File: src/rtl/dragon_head_ctrl.sv
// -----------------------------------------------------------------------------
// dragon_head_ctrl
//
// Upstream stage of the dragon body segment queue. Produces the dragon head
// word (orientation + grid position), a frame-based movement counter, and
// one-cycle length-update pulses consumed by the body stage.
//
// The head takes one grid step toward target_pos every MOVE_PERIOD+1 frames
// (x axis first, then y). A saturating length count keeps grow/shrink pulses
// consistent with the body length limit.
//
// Ports:
//   clk              system clock
//   reset            synchronous, active-low reset
//   vsync            frame sync level; a rising edge is one frame tick
//   target_pos       chase target, [7:4] x, [3:0] y, sampled in S_DECIDE
//   heal_event       single-cycle grow request
//   hit_event        single-cycle shrink request
//   dragon_head      [9:8] orientation (00 up, 01 right, 10 down, 11 left),
//                    [7:0] position
//   movement_counter frame counter 0..MOVE_PERIOD
//   length_update    00 none, 01 heal, 10 hit (registered, 1-clk latency)
//   dragon_len       current body length 0..MAX_LEN
//   step_pulse       high for the one clk in which dragon_head takes its new
//                    value
// -----------------------------------------------------------------------------
module dragon_head_ctrl #(
  parameter int unsigned MOVE_PERIOD = 10,
  parameter logic [7:0]  START_POS   = 8'h00,
  parameter int unsigned MAX_LEN     = 7
) (
  input  logic       clk,
  input  logic       reset,
  input  logic       vsync,
  input  logic [7:0] target_pos,
  input  logic       heal_event,
  input  logic       hit_event,
  output logic [9:0] dragon_head,
  output logic [5:0] movement_counter,
  output logic [1:0] length_update,
  output logic [2:0] dragon_len,
  output logic       step_pulse
);

  typedef enum logic [1:0] {
    S_WAIT   = 2'b00,
    S_DECIDE = 2'b01,
    S_UPDATE = 2'b10
  } state_e;

  // Encoding matches the orientation field of dragon_head.
  typedef enum logic [1:0] {
    DIR_UP    = 2'b00,
    DIR_RIGHT = 2'b01,
    DIR_DOWN  = 2'b10,
    DIR_LEFT  = 2'b11
  } dir_e;

  typedef enum logic [1:0] {
    LU_NONE = 2'b00,
    LU_HEAL = 2'b01,
    LU_HIT  = 2'b10
  } len_upd_e;

  localparam logic [5:0] MOVE_PERIOD_C = 6'(MOVE_PERIOD);
  localparam logic [2:0] MAX_LEN_C     = 3'(MAX_LEN);
  localparam logic [9:0] HEAD_RESET    = {2'b00, START_POS};

  state_e     state_q,   state_d;
  logic       vsync_d_q, vsync_d_d;
  logic [5:0] counter_q, counter_d;
  logic [9:0] head_q,    head_d;
  dir_e       dir_q,     dir_d;
  logic       move_q,    move_d;
  logic       step_q,    step_d;
  len_upd_e   len_upd_q, len_upd_d;
  logic [2:0] len_q,     len_d;

  logic       frame_tick;
  logic [3:0] head_x, head_y, tgt_x, tgt_y;

  assign frame_tick = vsync & ~vsync_d_q;
  assign head_x     = head_q[7:4];
  assign head_y     = head_q[3:0];
  assign tgt_x      = target_pos[7:4];
  assign tgt_y      = target_pos[3:0];

  // ---------------------------------------------------------------------------
  // Movement FSM: count frames, decide a direction, then apply the step.
  // ---------------------------------------------------------------------------
  always_comb begin
    // NOTE: every signal written here gets a default first, so no path through
    // the case statement can leave a value unassigned and infer a latch.
    state_d   = state_q;
    vsync_d_d = vsync;
    counter_d = counter_q;
    head_d    = head_q;
    dir_d     = dir_q;
    move_d    = move_q;
    step_d    = 1'b0;

    unique case (state_q)
      S_WAIT: begin
        // Ticks are only counted here; the two-cycle decide/update window is
        // far shorter than a frame, so no tick is ever lost in practice.
        if (frame_tick) begin
          if (counter_q == MOVE_PERIOD_C) begin
            counter_d = '0;
            state_d   = S_DECIDE;
          end else begin
            counter_d = counter_q + 6'd1;
          end
        end
      end

      S_DECIDE: begin
        // x axis has priority over y; equal position means no move.
        move_d = 1'b1;
        if (tgt_x > head_x)      dir_d = DIR_RIGHT;
        else if (tgt_x < head_x) dir_d = DIR_LEFT;
        else if (tgt_y > head_y) dir_d = DIR_DOWN;
        else if (tgt_y < head_y) dir_d = DIR_UP;
        else                     move_d = 1'b0;
        state_d = S_UPDATE;
      end

      S_UPDATE: begin
        // Moves always head toward the target, so a coordinate can never
        // step past 0 or 15 and no wrap handling is needed.
        if (move_q) begin
          head_d[9:8] = dir_q;
          unique case (dir_q)
            DIR_UP:    head_d[3:0] = head_y - 4'd1;
            DIR_RIGHT: head_d[7:4] = head_x + 4'd1;
            DIR_DOWN:  head_d[3:0] = head_y + 4'd1;
            DIR_LEFT:  head_d[7:4] = head_x - 4'd1;
          endcase
          step_d = 1'b1;
        end
        state_d = S_WAIT;
      end

      default: state_d = S_WAIT;
    endcase
  end

  // ---------------------------------------------------------------------------
  // Length tracking: independent of the movement FSM. Simultaneous heal and
  // hit cancel; requests beyond the limits are dropped without a pulse.
  // ---------------------------------------------------------------------------
  always_comb begin
    len_upd_d = LU_NONE;
    len_d     = len_q;
    if (heal_event && !hit_event && (len_q < MAX_LEN_C)) begin
      len_upd_d = LU_HEAL;
      len_d     = len_q + 3'd1;
    end else if (hit_event && !heal_event && (len_q != 3'd0)) begin
      len_upd_d = LU_HIT;
      len_d     = len_q - 3'd1;
    end
  end

  // NOTE: state registers use non-blocking assignments so every flop samples
  // the pre-edge values of the others, independent of statement order.
  always_ff @(posedge clk) begin
    // Reset is synchronous: it is just another input sampled at the edge, so
    // an in-flight step is aborted and no step_pulse can escape.
    if (!reset) begin
      state_q   <= S_WAIT;
      vsync_d_q <= 1'b0;
      counter_q <= '0;
      head_q    <= HEAD_RESET;
      dir_q     <= DIR_UP;
      move_q    <= 1'b0;
      step_q    <= 1'b0;
      len_upd_q <= LU_NONE;
      len_q     <= '0;
    end else begin
      state_q   <= state_d;
      vsync_d_q <= vsync_d_d;
      counter_q <= counter_d;
      head_q    <= head_d;
      dir_q     <= dir_d;
      move_q    <= move_d;
      step_q    <= step_d;
      len_upd_q <= len_upd_d;
      len_q     <= len_d;
    end
  end

  assign dragon_head      = head_q;
  assign movement_counter = counter_q;
  assign length_update    = len_upd_q;
  assign dragon_len       = len_q;
  assign step_pulse       = step_q;

endmodule

File: config.mk
export PLATFORM = sky130hd
export DESIGN_NAME = dragon_head_ctrl
export DESIGN_NICKNAME = d
export VERILOG_FILES = /design/src/rtl/dragon_head_ctrl.sv
export SDC_FILE = /design/constraint.sdc
export NUM_CORES = 1
export LEC_CHECK = 0
export ABC_AREA = 1
export BUFFER_PORTS_ARGS = -buffer_cell sky130_fd_sc_hd__buf_2
export CAP_MARGIN = 20
export CORE_ASPECT_RATIO = 1.75
export CORE_MARGIN = 2
export CORE_UTILIZATION = 34
export CTS_CLUSTER_SIZE = 14
export DETAILED_ROUTE_END_ITERATION = 12
export GPL_TIMING_DRIVEN = 0
export PLACE_DENSITY = 0.63
export SYNTH_ARGS = -nofsm -noshare
export SYNTH_HDL_FRONTEND = slang
export SYNTH_SLANG_ARGS = --single-unit
File: constraint.sdc
create_clock -name clk -period 1.28 [get_ports clk]
set_input_delay 0.128 -clock clk [delete_from_list [all_inputs] [get_ports clk]]
set_output_delay 0.128 -clock clk [all_outputs]
set_load 0.03 [all_outputs]
==> parameters.txt <==
Parameter                              Value

Floorplan
  Initial Util    34.9%
  Horizontal die dimension    54.4 µm
  Area of the core    0.00432 mm²
  Number of rows in the core area    32
  Top-Level Pins    35
  Die ar.    0.00501 mm²
  Vertical extent of the die    92.2 µm

Route
  Metal-1 WL    1.36 mm
  Wire length after detailed routing    3.58 mm
  Total number of vias    1,457
  Number of design-rule violations left by the first detailed-router iteration    13
  Met2 Wirelength    2.02 mm
  Number of vias per cell after detailed routing    4.64
  Uppermost metal layer occupied by signal nets    met4
  Final routed wire length divided by cell count    11.4 µm
  DRC viols    0
  Length of routed met3 wiring    112 µm
  Routed Antenna Nets    0
  Number of optimization iterations in the first detailed-route pass    4

Outcome
  Violations in the final reports    setup timing
  Outcome    finished with violations

Clock network
  CTS root buffer    clkbuf_8
  TritonCTS sink count    28
  H-tree lvl count    1
  Clock Latency Late Sink    ~0.27 ns
  Number of buffers inserted during clock tree synthesis    3
  TritonCTS clock tree    done
  Deepest clock path buffer count    2
  Clock slew at reported path FFs    0.10 ns
  Number of hold buffers added after CTS    0

STA
  Highest Clock Rate    ~720 MHz
  Share of the clock period used by the worst path    108%
  Crit path setup slack, layout    -0.101 ns
  Worst Max-Slew Pin Slew    0.308 ns
  Final Hold Fails    0
  Minimum clock period    1.38 ns
  Fin Setup TNS    -0.357 ns
  Total setup violations reported at the end of the flow    6
  Clock tree skew after final layout    0.00250 ns
  Post-Route Hold Slack    0.0608 ns
  Worst slew slack as a fraction of its limit    79.4%
  RSZ-0062 raised after global routing    yes
  Number of pins exceeding their max-slew limit in the final report    0

Placement
  Final Wtd Congestion    a little under 0.8
  Detailed placement HPWL    around 2.5 mm
  Post-detailed-placement cell area    0.00191 mm²
  Pre-CTS setup slack    -0.159 ns
  IO buf count    34

Pwr
  Ratio of total power to cell area    753 mW/mm²
  Standby leakage power    1.09 nW
  Worst ir drop on vdd    0.578 mV

Worst setup path
  Largest fanout of any net on the critical path    3
  Crit path arrival time    between 1.5 and 2 ns
  Crit-path cells    inv_2 > ha_4 > nand2_2 > nand2_2 > nand2_2 > nand2_4 > nand2_2 > nand2_2 > nand2_2 > o21ai_2 > inv_1
  Most used cell along the critical path    nand2_2
  Worst Setup Path Type    reg2reg
  Biggest cell delay along the critical path    approximately 0.36 ns
  Data required time at the worst endpoint    1.46 ns
  Endpoint kind of the worst setup timing path    flip-flop
  Reg2reg setup slack    -0.10 ns
  Setup crit start kind    flip-flop
  Slowest cell on the critical path    dfxtp_4

Yosys
  Seq cells post-synth    28
  Synth Net Count    234
  Number of unique standard cell types used by synthesis    20
  Post-Synthesis Cell Area    around 0.0015 mm²
  Ys Warns    0
  Avg Cell Area, Syn    7.40 µm²
  Share of synthesized area occupied by flip-flops and latches    37.1%
  Number of instances in the synthesized netlist    approximately 200

Final layout
  Area growth syn-to-layout    56.5%
  Commonest non-fill, non-tap cell in the layout    buf_2
  Filler Cells Inserted    407
  Net count reported at finish    294
  Final instance area    0.00236 mm²
  Area of the multi-input gates    0.00111 mm²
  Ant diodes    0
  Commonest cells after routing, fill and taps aside    buf_2 (34), inv_1 (26), nand2_1 (23)
  Finished Core Util    between 50 and 60%
  Total area of sequential cells    609 µm²
  Layout cells sized above 1    about half

Flow run
  Number of maximum-capacitance violations    0

GRT
  Total Routing Usage GR    14.9%
  Pin count of the biggest net entering global routing    16
  Via count of the first global-routing pass    approximately 1,300
  Initial antenna violation count    0
  Wire length of the first global-routing pass    5.55 mm
  Remaining global-route overflow    0

Min path
  Class of the worst hold path    in2reg
[cells by family (layout without fill, tap and decap cells)]
logic type | Yosys count | after routing | synth area share, %
flops | 28 | 28 | 37.1
compound gates | 32 | 32 | 11.2
buf+inv | 37 | 96 | 9.45
xor+xnor | 6 | 6 | 3.48
fa+ha+maj | 17 | 17 | 15.6
simple gates | 84 | 84 | 23.2
[power breakdown]
group          total, mW  internal [mW]  switching [mW]
sequential         0.898          0.874          0.0244
combinational      0.328          0.142           0.187
clock              0.553          0.276           0.277
[cell type report]
| cell class | instances | share of cell area (%) |
|---|---|---|
| inverters | 36 | 6.14 |
| well taps | 51 | 2.70 |
| clock buffers | 4 | 2.33 |
| multi-input cells | 139 | 47.2 |
| repair buffers | 55 | 15.6 |
| flip-flops and latches | 28 | 25.8 |
| plain buffers | 1 | 0.318 |
[per-stage QoR]
stage / total power, mW / std cells
global placement: 1.16 / 289
global route: 1.87 / 314
finish: 1.78 / 314
floorplan: 1.08 / 204
CTS: 1.77 / 307
detailed placement: 1.16 / 289
[metal layers]
layer / vias up / GRT usage (%)
met5: - / 0
met4: 0 / 6.46
met3: 7 / 2.44
met2: 25 / 27.7
met1: 667 / 14.9
li1: 758 / -
[timing repair]
action / CTS / global route
setup buffers: 14 / 7
endpoints found under the setup margin: 9 / 18
resized for setup: 16 / 43
pin swaps: 9 / 21
[cell usage after synthesis, drive strengths merged]
cell,number,area share [%]
a21o,1,0.50
nor3,1,0.33
nand4,2,0.83
dfxtp,28,37
or2,1,0.41
buf,1,0.50
inv,36,8.9
ha,14,12
nor2,28,7.5
nand2,41,10
a211oi,1,0.50
nand3,11,4.0
fa,3,4.0
o21ai,13,4.6
a21oi,17,5.6
xor2,6,3.5
[flip-flops by register name, indices dropped and copies added, names as in the netlist]
name / count
dragon_len: 3
dragon_head: 10
dir_q: 2
vsync_d_q: 1
state_q: 2
move_q: 1
movement_counter: 6
step_pulse: 1
length_update: 2
[worst max-delay path, delay by kind of cell, from the launching register on]
kind            cells  cell delay [ns]
flops               1             0.36
compound gates      1             0.11
simple gates        7             0.47
buf+inv             2             0.08
fa+ha+maj           1             0.26
[path summary, 6_finish.rpt]
check / from / to / depth (start not counted)
worst min register to register: dragon_head[1]$_SDFFE_PN0P_ / dragon_head[1]$_SDFFE_PN0P_ / 2
worst min-delay path: vsync / vsync_d_q$_SDFF_PN0_ / 3
worst max register to register: dragon_head[1]$_SDFFE_PN0P_ / move_q$_SDFFE_PN0P_ / 11
worst max-delay path: dragon_head[1]$_SDFFE_PN0P_ / move_q$_SDFFE_PN0P_ / 11
Note: power is estimated with default switching activity, not from simulation.
